<file path="src/rtl/alu_issue.sv">
// rtl/alu_issue.sv - operand fetch, issue and writeback around a 16-bit combinational ALU
module alu_issue #(
  parameter int NREG = 8,
  parameter int W    = 16
) (
  input  logic         clk,
  input  logic         rst_n,
  input  logic         in_valid,
  output logic         in_ready,
  input  logic         hold,
  input  logic [2:0]   in_cmd,
  input  logic [2:0]   in_rd,
  input  logic [2:0]   in_rs,
  input  logic [2:0]   in_rt,
  input  logic         in_imm_en,
  input  logic [W-1:0] in_imm,
  output logic         alu_cs,
  output logic [W-1:0] alu_a,
  output logic [W-1:0] alu_b,
  output logic [2:0]   alu_cmd,
  input  logic [W-1:0] alu_r,
  input  logic         alu_cy,
  input  logic         alu_z,
  output logic         wb_valid,
  output logic [2:0]   wb_rd,
  output logic [W-1:0] wb_data,
  output logic         flag_cy,
  output logic         flag_z,
  input  logic [2:0]   dbg_addr,
  output logic [W-1:0] dbg_data
);

  logic [W-1:0] rf [0:NREG-1];
  logic         ex_valid;
  logic [2:0]   ex_rd;
  logic         accept;
  logic [W-1:0] fwd_rs;
  logic [W-1:0] fwd_rt;

  assign in_ready = ~hold;
  assign accept   = in_valid & ~hold;
  assign alu_cs   = ex_valid;

  // The result still sitting on the ALU outputs is newer than the register file.
  always_comb begin
    fwd_rs = '0;
    fwd_rt = '0;
    if (in_rs != 3'd0)
      fwd_rs = (ex_valid && ex_rd == in_rs) ? alu_r : rf[in_rs];
    if (in_rt != 3'd0)
      fwd_rt = (ex_valid && ex_rd == in_rt) ? alu_r : rf[in_rt];
  end

  always_ff @(posedge clk or negedge rst_n) begin
    if (!rst_n) begin
      ex_valid <= 1'b0;
      ex_rd    <= 3'd0;
      alu_a    <= '0;
      alu_b    <= '0;
      alu_cmd  <= 3'd0;
    end else begin
      ex_valid <= accept;
      if (accept) begin
        ex_rd   <= in_rd;
        alu_a   <= fwd_rs;
        alu_b   <= in_imm_en ? in_imm : fwd_rt;
        alu_cmd <= in_cmd;
      end
    end
  end

  // Flags are captured even for rd=0 so compare/test operations remain useful.
  always_ff @(posedge clk or negedge rst_n) begin
    if (!rst_n) begin
      for (int i = 0; i < NREG; i++) rf[i] <= '0;
      wb_valid <= 1'b0;
      wb_rd    <= 3'd0;
      wb_data  <= '0;
      flag_cy  <= 1'b0;
      flag_z   <= 1'b0;
    end else begin
      wb_valid <= ex_valid;
      if (ex_valid) begin
        if (ex_rd != 3'd0) rf[ex_rd] <= alu_r;
        wb_rd   <= ex_rd;
        wb_data <= alu_r;
        flag_cy <= alu_cy;
        flag_z  <= alu_z;
      end
    end
  end

  assign dbg_data = (dbg_addr == 3'd0) ? '0 : rf[dbg_addr];

endmodule

</file>
<file path="config.mk">
export PLATFORM = sky130hd
export DESIGN_NAME = alu_issue
export DESIGN_NICKNAME = d
export VERILOG_FILES = /design/src/rtl/alu_issue.sv
export SDC_FILE = /design/constraint.sdc
export NUM_CORES = 1
export LEC_CHECK = 0
export CAP_MARGIN = 20
export CORE_ASPECT_RATIO = 0.75
export CORE_MARGIN = 3
export CORE_UTILIZATION = 30
export CTS_CLUSTER_DIAMETER = 30
export CTS_CLUSTER_SIZE = 10
export DETAILED_ROUTE_END_ITERATION = 7
export DONT_BUFFER_PORTS = 1
export GPL_TIMING_DRIVEN = 0
export PLACE_DENSITY = 0.48
export RECOVER_POWER = 25
export SETUP_SLACK_MARGIN = 0.4
export SLEW_MARGIN = 20
export SYNTH_ARGS = -nofsm -noshare
export SYNTH_HDL_FRONTEND = slang
export SYNTH_SLANG_ARGS = --single-unit
</file>
<file path="constraint.sdc">
create_clock -name clk -period 1.63 [get_ports clk]
set_clock_uncertainty 0.1 [all_clocks]
set_input_delay 0.2445 -clock clk [delete_from_list [all_inputs] [get_ports clk]]
set_output_delay 0.2445 -clock clk [all_outputs]
set_load 0.05 [all_outputs]
</file>
==> results of run 1 <==
==> cell type report <==
| type | instances | area, um^2 | area share, % |
|---|---|---|---|
| diodes | 1 | 2.50 | 0.0168 |
| plain buffers | 97 | 918 | 6.16 |
| clock buffers | 19 | 433 | 2.90 |
| clock inverters | 13 | 166 | 1.12 |
| inverters | 4 | 15.0 | 0.101 |
| multi-input cells | 499 | 6210 | 41.6 |
| flip-flops and latches | 189 | 4810 | 32.2 |
| well taps | 450 | 563 | 3.78 |
| repair buffers | 156 | 1800 | 12.1 |
==> registers in the layout, indices dropped and copies added (netlist names), 3 cells and up <==
| signal | flops |
|---|---|
| alu_b | 16 |
| wb_data | 16 |
| rf | 128 |
| wb_rd | 3 |
| alu_a | 16 |
| ex_rd | 3 |
| alu_cmd | 3 |
==> power by group <==
part | total [mW] | switching [mW] | internal [mW]
clock network | 4.50 | 2.08 | 2.43
registers | 8.31 | 2.20 | 6.11
logic | 7.53 | 3.15 | 4.38
==> worst max-delay path by stage <==
| stage | to | slack (ns) |
|---|---|---|
| 2_1_floorplan | rf[101]$_DFFE_PN0P_ | -0.17 |
| 3_3_place_gp | rf[26]$_DFFE_PN0P_ | -0.85 |
| 3_5_place_dp | rf[25]$_DFFE_PN0P_ | -0.88 |
| 4_1_cts | dbg_data[0] | -0.35 |
| 5_1_grt | dbg_data[2] | -0.38 |
| 6_report | dbg_data[0] | -0.35 |
==> cells by family (layout without fill, tap and decap cells) <==
group,after synthesis,in the layout
other,0,1
AOI/OAI and AO/OA,109,109
xor gates and xnor gates,6,6
muxes,263,263
and+or+nand+nor,121,121
DFF,189,189
buffers and inverters,101,289
==> synthesized netlist by cell type (2+ instances only) <==
cell                       count
sky130_fd_sc_hd__nand2b_1      3
sky130_fd_sc_hd__mux4_2       51
sky130_fd_sc_hd__o22ai_1      21
sky130_fd_sc_hd__nand3_1      18
sky130_fd_sc_hd__mux4_1       15
sky130_fd_sc_hd__nor4bb_1      2
sky130_fd_sc_hd__nor3_1       16
sky130_fd_sc_hd__nor4_1        7
sky130_fd_sc_hd__nor2_2        2
sky130_fd_sc_hd__dfrtp_1     189
sky130_fd_sc_hd__clkbuf_2      3
sky130_fd_sc_hd__inv_1         4
sky130_fd_sc_hd__buf_4         7
sky130_fd_sc_hd__a31oi_1       9
sky130_fd_sc_hd__o21ai_1       3
sky130_fd_sc_hd__mux2i_1      45
sky130_fd_sc_hd__buf_6         2
sky130_fd_sc_hd__nor2_1        9
sky130_fd_sc_hd__buf_2        38
sky130_fd_sc_hd__a22oi_1      15
sky130_fd_sc_hd__a32oi_1      16
sky130_fd_sc_hd__buf_1         9
sky130_fd_sc_hd__a21oi_1      10
sky130_fd_sc_hd__nand4b_2      2
sky130_fd_sc_hd__nand2_1      53
sky130_fd_sc_hd__o21ai_0      33
sky130_fd_sc_hd__clkbuf_1     37
sky130_fd_sc_hd__and4_1        2
sky130_fd_sc_hd__xnor2_1       6
sky130_fd_sc_hd__mux2_2      152
==> metrics by stage <==
step	cell area (um^2)	instances	hold slack [ns]	setup slack, ns	setup TNS [ns]
finish	14900	1428	-0.625	-0.345	-29.59
global route	14900	1428	-0.643	-0.379	-35.85
CTS	14400	1405	-0.640	-0.352	-28.16
detailed placement	11600	1239	-0.147	-0.877	-73.22
global placement	11600	1239	-0.147	-0.845	-71.91
floorplan	11100	789	-0.151	-0.168	-5.73
==> cell usage in the layout (no fill, tap or decap), drive strengths merged, types with 2 or more instances in the layout <==
cell type	count
o22ai	21
buf	190
clkinvlp	3
nor4	7
nor2	11
nand2b	4
nand4b	3
mux4	66
a32oi	16
bufinv	3
nand4	2
xnor2	6
nor4bb	2
clkbuf	64
inv	6
o21ai	36
mux2i	45
a31oi	9
and4	2
dlygate4sd3	18
a21oi	10
clkinv	5
a22oi	15
nand2	53
dfrtp	189
nor3	17
mux2	152
nand3	18
==> worst max-delay path: stages (launching register included) <==
cell and delay (ns):
sky130_fd_sc_hd__dfrtp_1 0.41, sky130_fd_sc_hd__mux4_2 0.48, sky130_fd_sc_hd__a21o_4 0.29
==> what timing repair did <==
item                                    4_1_cts  5_1_grt
cloned                                       12        2
endpoints found under the setup margin      246      245
pin swaps                                    35       13
endpoints found under the hold margin       216      189
resized for setup                           242       57
buffers inserted                            104       20
==> routing by layer <==
layer | vias up | GRT usage (%) | wire length, um
li1 | 3339 | - | -
met1 | 4257 | 32.3 | 18700
met2 | 305 | 35.2 | 19300
met3 | 70 | 6.57 | 3300
met4 | 2 | 8.14 | 1270
met5 | - | 0 | 11
==> run_results.csv, run 1 <==
group,metric,value,unit
outcome,outcome,"complete, but fails checks",
outcome,failed_checks,"negative hold slack, negative setup slack",
synth,post_synth_fa_ha_maj_area_fraction,0,%
critical_path,end_kind,"primary output",
timing,worst_pin_slew,1.15,ns
pwr,total_chip_power,20.3,mW
synth,synth_cell_types,40,
timing,fmaxAchievable,506,MHz
finish,drive_above_1_share,65.6,%
timing,final_max_slew_viol_count,0,
timing,finalCritPeriodShare,121,%
global_routing,grt_start_max_net_pins,190,
synth,synthesis.nets,843,
critical_path,cp_data_arrival_time,1.63,ns
synth,synth_top_family_by_area,"multiplexers",
synth,synth.top_cell.area_share,46.1,%
synth,synth-compound-area-share,6.68,%
timing,worst_slew_margin_rel,23.2,%
drt,first_pass_iters,5,
floorplan,num_io_pins,129,
drt,route.detailed.drc,0,
global_routing,via_count_of_the_first_global_routing_pass,8199,
critical_path,setup.reg_to_reg.worst_slack,-0.30,ns
critical_path,crit_path_max_fanout,2,
synth,synth.top_cells.by_area,"sky130_fd_sc_hd__dfrtp_1 46%, sky130_fd_sc_hd__mux2_2 17%, sky130_fd_sc_hd__mux4_2 11%",
clocking,cts_tree,"yes",
global_routing,global_route.usage.total,23.4,%
synth,syn_avg_cell_area,13.0,um^2
finish,layout.core_utilization,44.4,%
floorplan,die_w,220,um
clocking,clk-insertion-delay-late,0.47,ns
timing,fin_hold_ws,-0.625,ns
finish,fill_cells,2989,
pwr,worst_ir_drop_vdd,918,uV
placement,gpl.final_weighted_congestion,0.792,
floorplan,chipHeight,166,um
timing,finalHoldViolations,189,
synth,syn_area,10300,um^2
drt,antenna_left,0,
pwr,total_power_density_per_cell_area,1360,nW/um^2
synth,synth_xor_area_share,0.512,%
critical_path,reg2regPathDepth,6,
floorplan,floorplan.initialDensity,30.6,%
clocking,cts_hold_buffers,18,
drt,drt-wirelength-per-cell,29.8,um
floorplan,die_area,36500,um^2
global_routing,grt_pass1_wl,60.4,mm
critical_path,crit_path_launch_type,"flop",
placement,dp_hpwl,25.0,mm
hold_path,hold_path_class,"in -> async",
synth,post_synth_and_or_nand_nor_area_fraction,5.93,%
run,drv_cap,0,
floorplan,core_area,33600,um^2
drt,vias,7973,
synth,synth_mux_area_share,36.1,%
floorplan,rows,58,
timing,setup_ws,-0.345,ns
critical_path,timing_worst_setup_path_type,"reg -> out",
placement,port-buffer-count,0,
pwr,power_leakage,6.26,nW
clocking,h-tree-depth,4,
clocking,cts_max_path_buffers,2,
synth,number_of_register_bits_inferred_by_synthesis,189,
timing,layout_min_cycle_time,1.98,ns
critical_path,r2r-end,"rf[85]$_DFFE_PN0P_",
finish,final_nets,1018,
synth,synth-edff-count,0,
drt,first_iter_violations,764,
critical_path,regToRegStartpoint,"alu_cs$_DFF_PN0_",
critical_path,worst_ep_required_time,1.29,ns
timing,grt_setup_unrepaired,"yes",
timing,setup_violations,177,
synth,postSynth.asyncResetShare,100,%
drt,drt-total-wl,42.5,mm
clocking,cts_root_buf,"sky130_fd_sc_hd__clkbuf_16",
clocking,numCtsBuffers,17,
finish,area_growth,45.2,%
critical_path,cp-startpoint,"rf[48]$_DFFE_PN0P_",
synth,synth_ff_type,"sky130_fd_sc_hd__dfrtp_1",
synth,synth-seq-area-share,46.1,%
synth,post_synth_inst_count,789,
synth,yosys.area.top_type,"sky130_fd_sc_hd__dfrtp_1",
global_routing,grt.overflow.total,0,
clocking,path_clk_slew,0.07,ns
global_routing,grt_antenna_before_repair,2,
clocking,numClockSinks,189,
drt,vias_per_cell,5.58,
synth,synthesis.yosys.warnings,0,
Power figures use the tool's default switching activity.
==> run 2, diff against run 1 <==
clock period = 1.7 ns   (was 1.63 ns; I/O delays follow)
==> run_results.csv, run 2 (synthesis results as in run 1) <==
group,metric,value,unit
outcome,outcome,"complete, but fails checks",
outcome,failed_checks,"negative hold slack, negative setup slack",
clocking,clk-insertion-delay-late,0.46,ns
global_routing,grt_antenna_before_repair,2,
critical_path,timing_worst_setup_path_type,"reg -> out",
critical_path,cp_cell_sequence,"mux4_2 > a21o_4",
global_routing,grt.overflow.total,0,
clocking,numCtsBuffers,17,
timing,finalCritPeriodShare,117,%
timing,final_max_slew_viol_count,0,
drt,first_pass_iters,5,
critical_path,worst_path_largest_cell_delay,0.50,ns
critical_path,cp_data_arrival_time,1.63,ns
drt,first_iter_violations,547,
critical_path,crit_path_max_fanout,2,
floorplan,num_io_pins,129,
critical_path,cp-startpoint,"rf[0]$_DFFE_PN0P_",
placement,port-buffer-count,0,
finish,fill_cells,2991,
critical_path,critical_path.n_buffers_inverters,0,
timing,worst_pin_slew,1.06,ns
drt,vias,7884,
timing,grt_setup_unrepaired,"yes",
finish,stdcell_count,1429,
clocking,numClockSinks,189,
timing,worst_slew_margin_rel,29.4,%
finish,max_flop_register,"rf",
global_routing,global_route.usage.total,23.0,%
critical_path,worst_ep_required_time,1.34,ns
finish,final_nets,1020,
floorplan,die_area,36500,um^2
finish,layout.cell_area.non_filler,14900,um^2
finish,antenna_cells_inserted,0,
critical_path,regToRegStartpoint,"alu_cs$_DFF_PN0_",
drt,drt-total-wl,42.2,mm
floorplan,floorplan.initialDensity,30.6,%
timing,fin_hold_ws,-0.605,ns
pwr,power_leakage,6.42,nW
critical_path,critical_path.top_delay_family,"multiplexers",
timing,setup_ws,-0.288,ns
finish,most_used_cells_in_the_layout_excluding_fill_and_tap_cells,"131 x sky130_fd_sc_hd__dfrtp_1, 128 x sky130_fd_sc_hd__mux2_4, 82 x sky130_fd_sc_hd__buf_4, 64 x sky130_fd_sc_hd__mux4_2, 57 x sky130_fd_sc_hd__dfrtp_2",
placement,placement_stage_cell_area,11600,um^2
drt,vias_per_cell,5.52,
critical_path,crit_path_launch_type,"flop",
pwr,total_power_density_per_cell_area,1320,nW/um^2
global_routing,grt_start_max_net_pins,190,
clocking,cts_hold_buffers,18,
finish,sequential_cell_area,4800,um^2
timing,finalHoldViolations,189,
drt,antenna_left,0,
global_routing,via_count_of_the_first_global_routing_pass,8164,
clocking,cts_root_buf,"sky130_fd_sc_hd__clkbuf_16",
finish,multi_input_comb_area,6300,um^2
hold_path,hold_path_class,"in -> async",
floorplan,core_area,33600,um^2
placement,gpl.final_weighted_congestion,0.804,
finish,most_frequent_standard_cell_in_the_layout_excluding_fill_and_tap_cells,"sky130_fd_sc_hd__dfrtp_1",
pwr,worst_ir_drop_vdd,746,uV
drt,drt-wirelength-per-cell,29.5,um
floorplan,chipHeight,166,um
timing,setup_violations,157,
timing,fin_setup_tns,-18.21,ns
timing,fmaxAchievable,503,MHz
clocking,cts_tree,"yes",
finish,number_of_flip_flops_under_the_largest_register_name,128,
finish,drive_above_1_share,65.8,%
finish,area_growth,45.5,%
floorplan,rows,58,
placement,dp_hpwl,25.0,mm
clocking,cts_max_path_buffers,2,
critical_path,end_kind,"primary output",
global_routing,grt_pass1_wl,59.7,mm
floorplan,die_w,220,um
placement,placedCellCount,1239,
timing,layout_min_cycle_time,1.99,ns
critical_path,worst_path_max_delay_cell,"sky130_fd_sc_hd__mux4_2",
clocking,h-tree-depth,4,
run,drv_cap,0,
pwr,total_chip_power,19.8,mW
drt,route.detailed.drc,0,
clocking,path_clk_slew,0.09,ns
-- run 2: cell types whose count changed in the layout (fill, tap and decap cells not counted), moves of 5 or more --
cell,before,now
sky130_fd_sc_hd__mux2_2,62,24
sky130_fd_sc_hd__nor3_2,5,10
sky130_fd_sc_hd__buf_6,35,44
sky130_fd_sc_hd__inv_6,2,9
sky130_fd_sc_hd__mux2_4,90,128
-- run 2: area by class of cell --
cell class / count / area share (%)
clock inverter: 14 / 1.13
multi-input combinational: 499 / 42.1
buffer: 97 / 6.07
tap: 450 / 3.77
sequential: 189 / 32.2
clock buffer: 18 / 2.94
timing repair buffer: 158 / 11.7
inverter: 4 / 0.100
-- run 2: per-layer routing --
metal,vias to the layer above,wire (um),GRT usage [%]
li1,3347,-,-
met2,304,18900,34.6
met3,53,3500,7.74
met1,4178,18900,31.9
met5,-,7,0
met4,2,897,5.74
-- run 2: final timing paths --
check / to / slack, ns / cells past startpoint
worst min-delay path: ex_rd[0]$_DFFE_PN0P_ / -0.60 / 0
max in group asynchronous: wb_data[4]$_DFFE_PN0P_ / 1.80 / 0
min in group clk: alu_b[2]$_DFFE_PN0P_ / 0.04 / 3
worst max register to register: rf[86]$_DFFE_PN0P_ / -0.23 / 6
worst max-delay path: dbg_data[0] / -0.29 / 2
worst min register to register: rf[122]$_DFFE_PN0P_ / 0.38 / 1
-- run 2: where the power goes --
group / internal [mW] / leakage (nW) / switching [mW]
Clock: 2.28 / 0.298 / 2.08
Sequential: 5.85 / 2.23 / 2.12
Combinational: 4.40 / 3.90 / 3.03
Total: 12.5 / 6.42 / 7.24
-- run 2: what timing repair did --
item,in CTS,in global routing
setup endpoints to repair,246,240
setup buffers,106,22
gates resized for setup,251,71
pin swaps,28,16
gates cloned,11,1
hold endpoints to repair,216,189
-- run 2: stage by stage --
stage | util [%] | setup slack [ns]
final | 44.5 | -0.288
after global routing | 44.5 | -0.321
after CTS | 43.0 | -0.294
after detailed placement | 34.6 | -0.757
after global placement | 34.6 | -0.782
after floorplan | - | -0.0982
-- run 2: worst reg2reg max path, cell delays in order (launching register included) --
cell and delay [ns]:
sky130_fd_sc_hd__dfrtp_4 0.60, sky130_fd_sc_hd__buf_12 0.16, sky130_fd_sc_hd__nor4bb_4 0.21, sky130_fd_sc_hd__buf_6 0.19, sky130_fd_sc_hd__buf_12 0.12, sky130_fd_sc_hd__buf_12 0.14
sky130_fd_sc_hd__mux2_4 0.30
==> run 3, diff against run 2 <==
DONT_BUFFER_PORTS = unset   (was 1)
PLACE_DENSITY = 0.53   (was 0.48)
clock period = 1.65 ns   (was 1.7 ns; I/O delays follow)
==> run_results.csv, run 3 (synthesis results as in run 1) <==
group,metric,value,unit
critical_path,critical_path.top_delay_family,"multiplexers",
timing,setup_violations,164,
finish,drive_above_1_share,64.2,%
floorplan,num_io_pins,129,
floorplan,core_area,33600,um^2
outcome,failed_checks,"negative hold slack, negative setup slack",
finish,layout.core_utilization,48.9,%
timing,layout_min_cycle_time,2.05,ns
critical_path,cp_cell_sequence,"mux4_2 > a21o_4 > buf_6",
drt,route.detailed.drc,0,
drt,antenna_left,0,
timing,fin_setup_tns,-22.70,ns
global_routing,grt_pass1_wl,60.5,mm
timing,fmaxAchievable,489,MHz
finish,final_nets,1168,
critical_path,regToRegStartpoint,"ex_rd[2]$_DFFE_PN0P_",
critical_path,timing_worst_setup_path_type,"reg -> out",
critical_path,r2r-end,"rf[58]$_DFFE_PN0P_",
pwr,internal_power,14.0,mW
floorplan,rows,58,
critical_path,crit_path_max_fanout,2,
placement,pre_cts_ws,-1.69,ns
pwr,total_power_density_per_cell_area,1310,nW/um^2
finish,antenna_cells_inserted,0,
pwr,total_chip_power,21.6,mW
drt,first_pass_iters,5,
pwr,power.combinational.fraction,47.2,%
clocking,path_clk_slew,0.07,ns
floorplan,floorplan.initialDensity,30.6,%
pwr,sw_frac_of_total,35.4,%
drt,drt-wirelength-per-cell,27.2,um
critical_path,worst_ep_required_time,1.30,ns
timing,grt_setup_unrepaired,"yes",
clocking,h-tree-depth,4,
finish,most_frequent_standard_cell_in_the_layout_excluding_fill_and_tap_cells,"sky130_fd_sc_hd__dfrtp_1",
placement,placedCellCount,1346,
critical_path,end_kind,"primary output",
finish,number_of_flip_flops_under_the_largest_register_name,128,
run,drv_cap,0,
pwr,share_clk_of_total_power,19.7,%
clocking,cts_tree,"yes",
timing,finalHoldViolations,17,
critical_path,reg2regPathDepth,7,
timing,worst_pin_slew,1.33,ns
drt,detailroute.wirelength.met3,3.41,mm
critical_path,worst_path_max_delay_cell,"sky130_fd_sc_hd__mux4_2",
pwr,power_leakage,7.34,nW
timing,setup_ws,-0.396,ns
critical_path,cp_data_arrival_time,1.70,ns
critical_path,critical_path.n_buffers_inverters,1,
finish,most_used_cells_in_the_layout_excluding_fill_and_tap_cells,"188 x sky130_fd_sc_hd__dfrtp_1, 139 x sky130_fd_sc_hd__buf_6, 126 x sky130_fd_sc_hd__mux2_4, 122 x sky130_fd_sc_hd__buf_4, 64 x sky130_fd_sc_hd__mux4_2",
clocking,cts_max_path_buffers,2,
floorplan,chipHeight,166,um
drt,drt-total-wl,42.9,mm
floorplan,die_w,220,um
critical_path,cp-startpoint,"rf[0]$_DFFE_PN0P_",
critical_path,crit_path_launch_type,"flop",
pwr,p_switching,7.64,mW
pwr,share_seq_of_total_power,33.1,%
timing,finalCritPeriodShare,124,%
global_routing,grt.overflow.total,0,
global_routing,grt_start_max_net_pins,76,
placement,dp_hpwl,25.4,mm
critical_path,worst_setup_path_endpoint,"dbg_data[0]",
clocking,cts_root_buf,"sky130_fd_sc_hd__clkbuf_16",
clocking,clk-insertion-delay-late,0.45,ns
timing,fin_hold_ws,-0.0246,ns
hold_path,hold_path_class,"in -> async",
critical_path,worst_path_largest_cell_delay,0.49,ns
drt,wirelength_met1,19.0,mm
drt,vias_per_cell,5.41,
finish,stdcell_count,1576,
pwr,worst_ir_drop_vdd,676,uV
outcome,outcome,"complete, but fails checks",
timing,worst_slew_margin_rel,11.4,%
drt,vias,8527,
global_routing,grt_antenna_before_repair,0,
critical_path,critical_path_cell_count,3,
global_routing,global_route.usage.total,23.0,%
critical_path,setup.reg_to_reg.worst_slack,-0.24,ns
placement,gpl.final_weighted_congestion,0.823,
finish,area_growth,60.1,%
placement,port-buffer-count,105,
drt,first_iter_violations,779,
global_routing,via_count_of_the_first_global_routing_pass,8637,
drt,top_layer_used,"met4",
drt,met2_length,19.4,mm
clocking,numClockSinks,189,
finish,max_flop_register,"rf",
clocking,numCtsBuffers,17,
floorplan,die_area,36500,um^2
timing,final_max_slew_viol_count,0,
-- run 3: cell types whose count changed in the layout (fill, tap and decap cells not counted), sizes merged --
cell           change
clkinv             +7
dlygate4sd2        +2
clkinvlp           -1
clkdlybuf4s50     +26
clkdlybuf4s15      +1
clkbuf             +5
dlygate4sd3       -18
buf              +135
inv               -10
-- run 3: metrics by stage --
stage               hold WS [ns]  instance area, um^2
global placement           0.358                12700
detailed placement        0.0785                12700
CTS                       -0.415                15400
global route              0.0465                16400
floorplan                 -0.148                11100
finish                   -0.0246                16400
-- run 3: repair_timing --
action,in CTS,in global routing
pin swaps,28,29
setup endpoints to repair,246,246
buffers inserted,130,54
resized for setup,703,139
hold endpoints to repair,47,47
cloned,11,4
-- run 3: worst reg2reg max path, stage by stage, from the launching register on --
cell and delay (ns):
sky130_fd_sc_hd__dfrtp_1 0.41, sky130_fd_sc_hd__buf_6 0.12, sky130_fd_sc_hd__buf_6 0.09, sky130_fd_sc_hd__nor4bb_4 0.30, sky130_fd_sc_hd__buf_6 0.19, sky130_fd_sc_hd__buf_12 0.12, sky130_fd_sc_hd__buf_12 0.13, sky130_fd_sc_hd__mux2_4 0.30
-- run 3: how the worst min path moves through the flow --
| stage | end | slack, ns | cells after the start |
|---|---|---|---|
| final | wb_data[14]$_DFFE_PN0P_ | -0.02 | 1 |
| after detailed placement | wb_data[14]$_DFFE_PN0P_ | 0.08 | 1 |
| after global routing | alu_b[2]$_DFFE_PN0P_ | 0.05 | 3 |
| after CTS | wb_data[14]$_DFFE_PN0P_ | -0.41 | 1 |
| after global placement | rf[113]$_DFFE_PN0P_ | 0.36 | 1 |
| after floorplan | alu_a[0]$_DFFE_PN0P_ | -0.15 | 0 |
-- run 3: final cells by class --
type	count	area, um^2
fillers	2929	17200
multi-input cells	499	6320
flip-flops and latches	189	4730
repair buffers	306	3260
plain buffers	97	973
well taps	450	563
clock buffers	21	460
clock inverters	10	115
inverters	4	15.0
-- run 3: power groups by stage --
stage | clock network, mW | registers (mW) | logic, mW
floorplan | 0 | 7.90 | 4.52
CTS | 4.33 | 7.08 | 9.27
global route | 4.52 | 7.30 | 10.7
detailed placement | 0 | 7.39 | 7.24
global placement | 0 | 7.36 | 7.15
finish | 4.25 | 7.15 | 10.2
-- run 3: per-layer routing --
metal,global-route usage (%),vias to the layer above
li1,-,3634
met1,32.7,4495
met2,34.2,330
met3,6.42,68
met4,7.30,0
met5,0,-
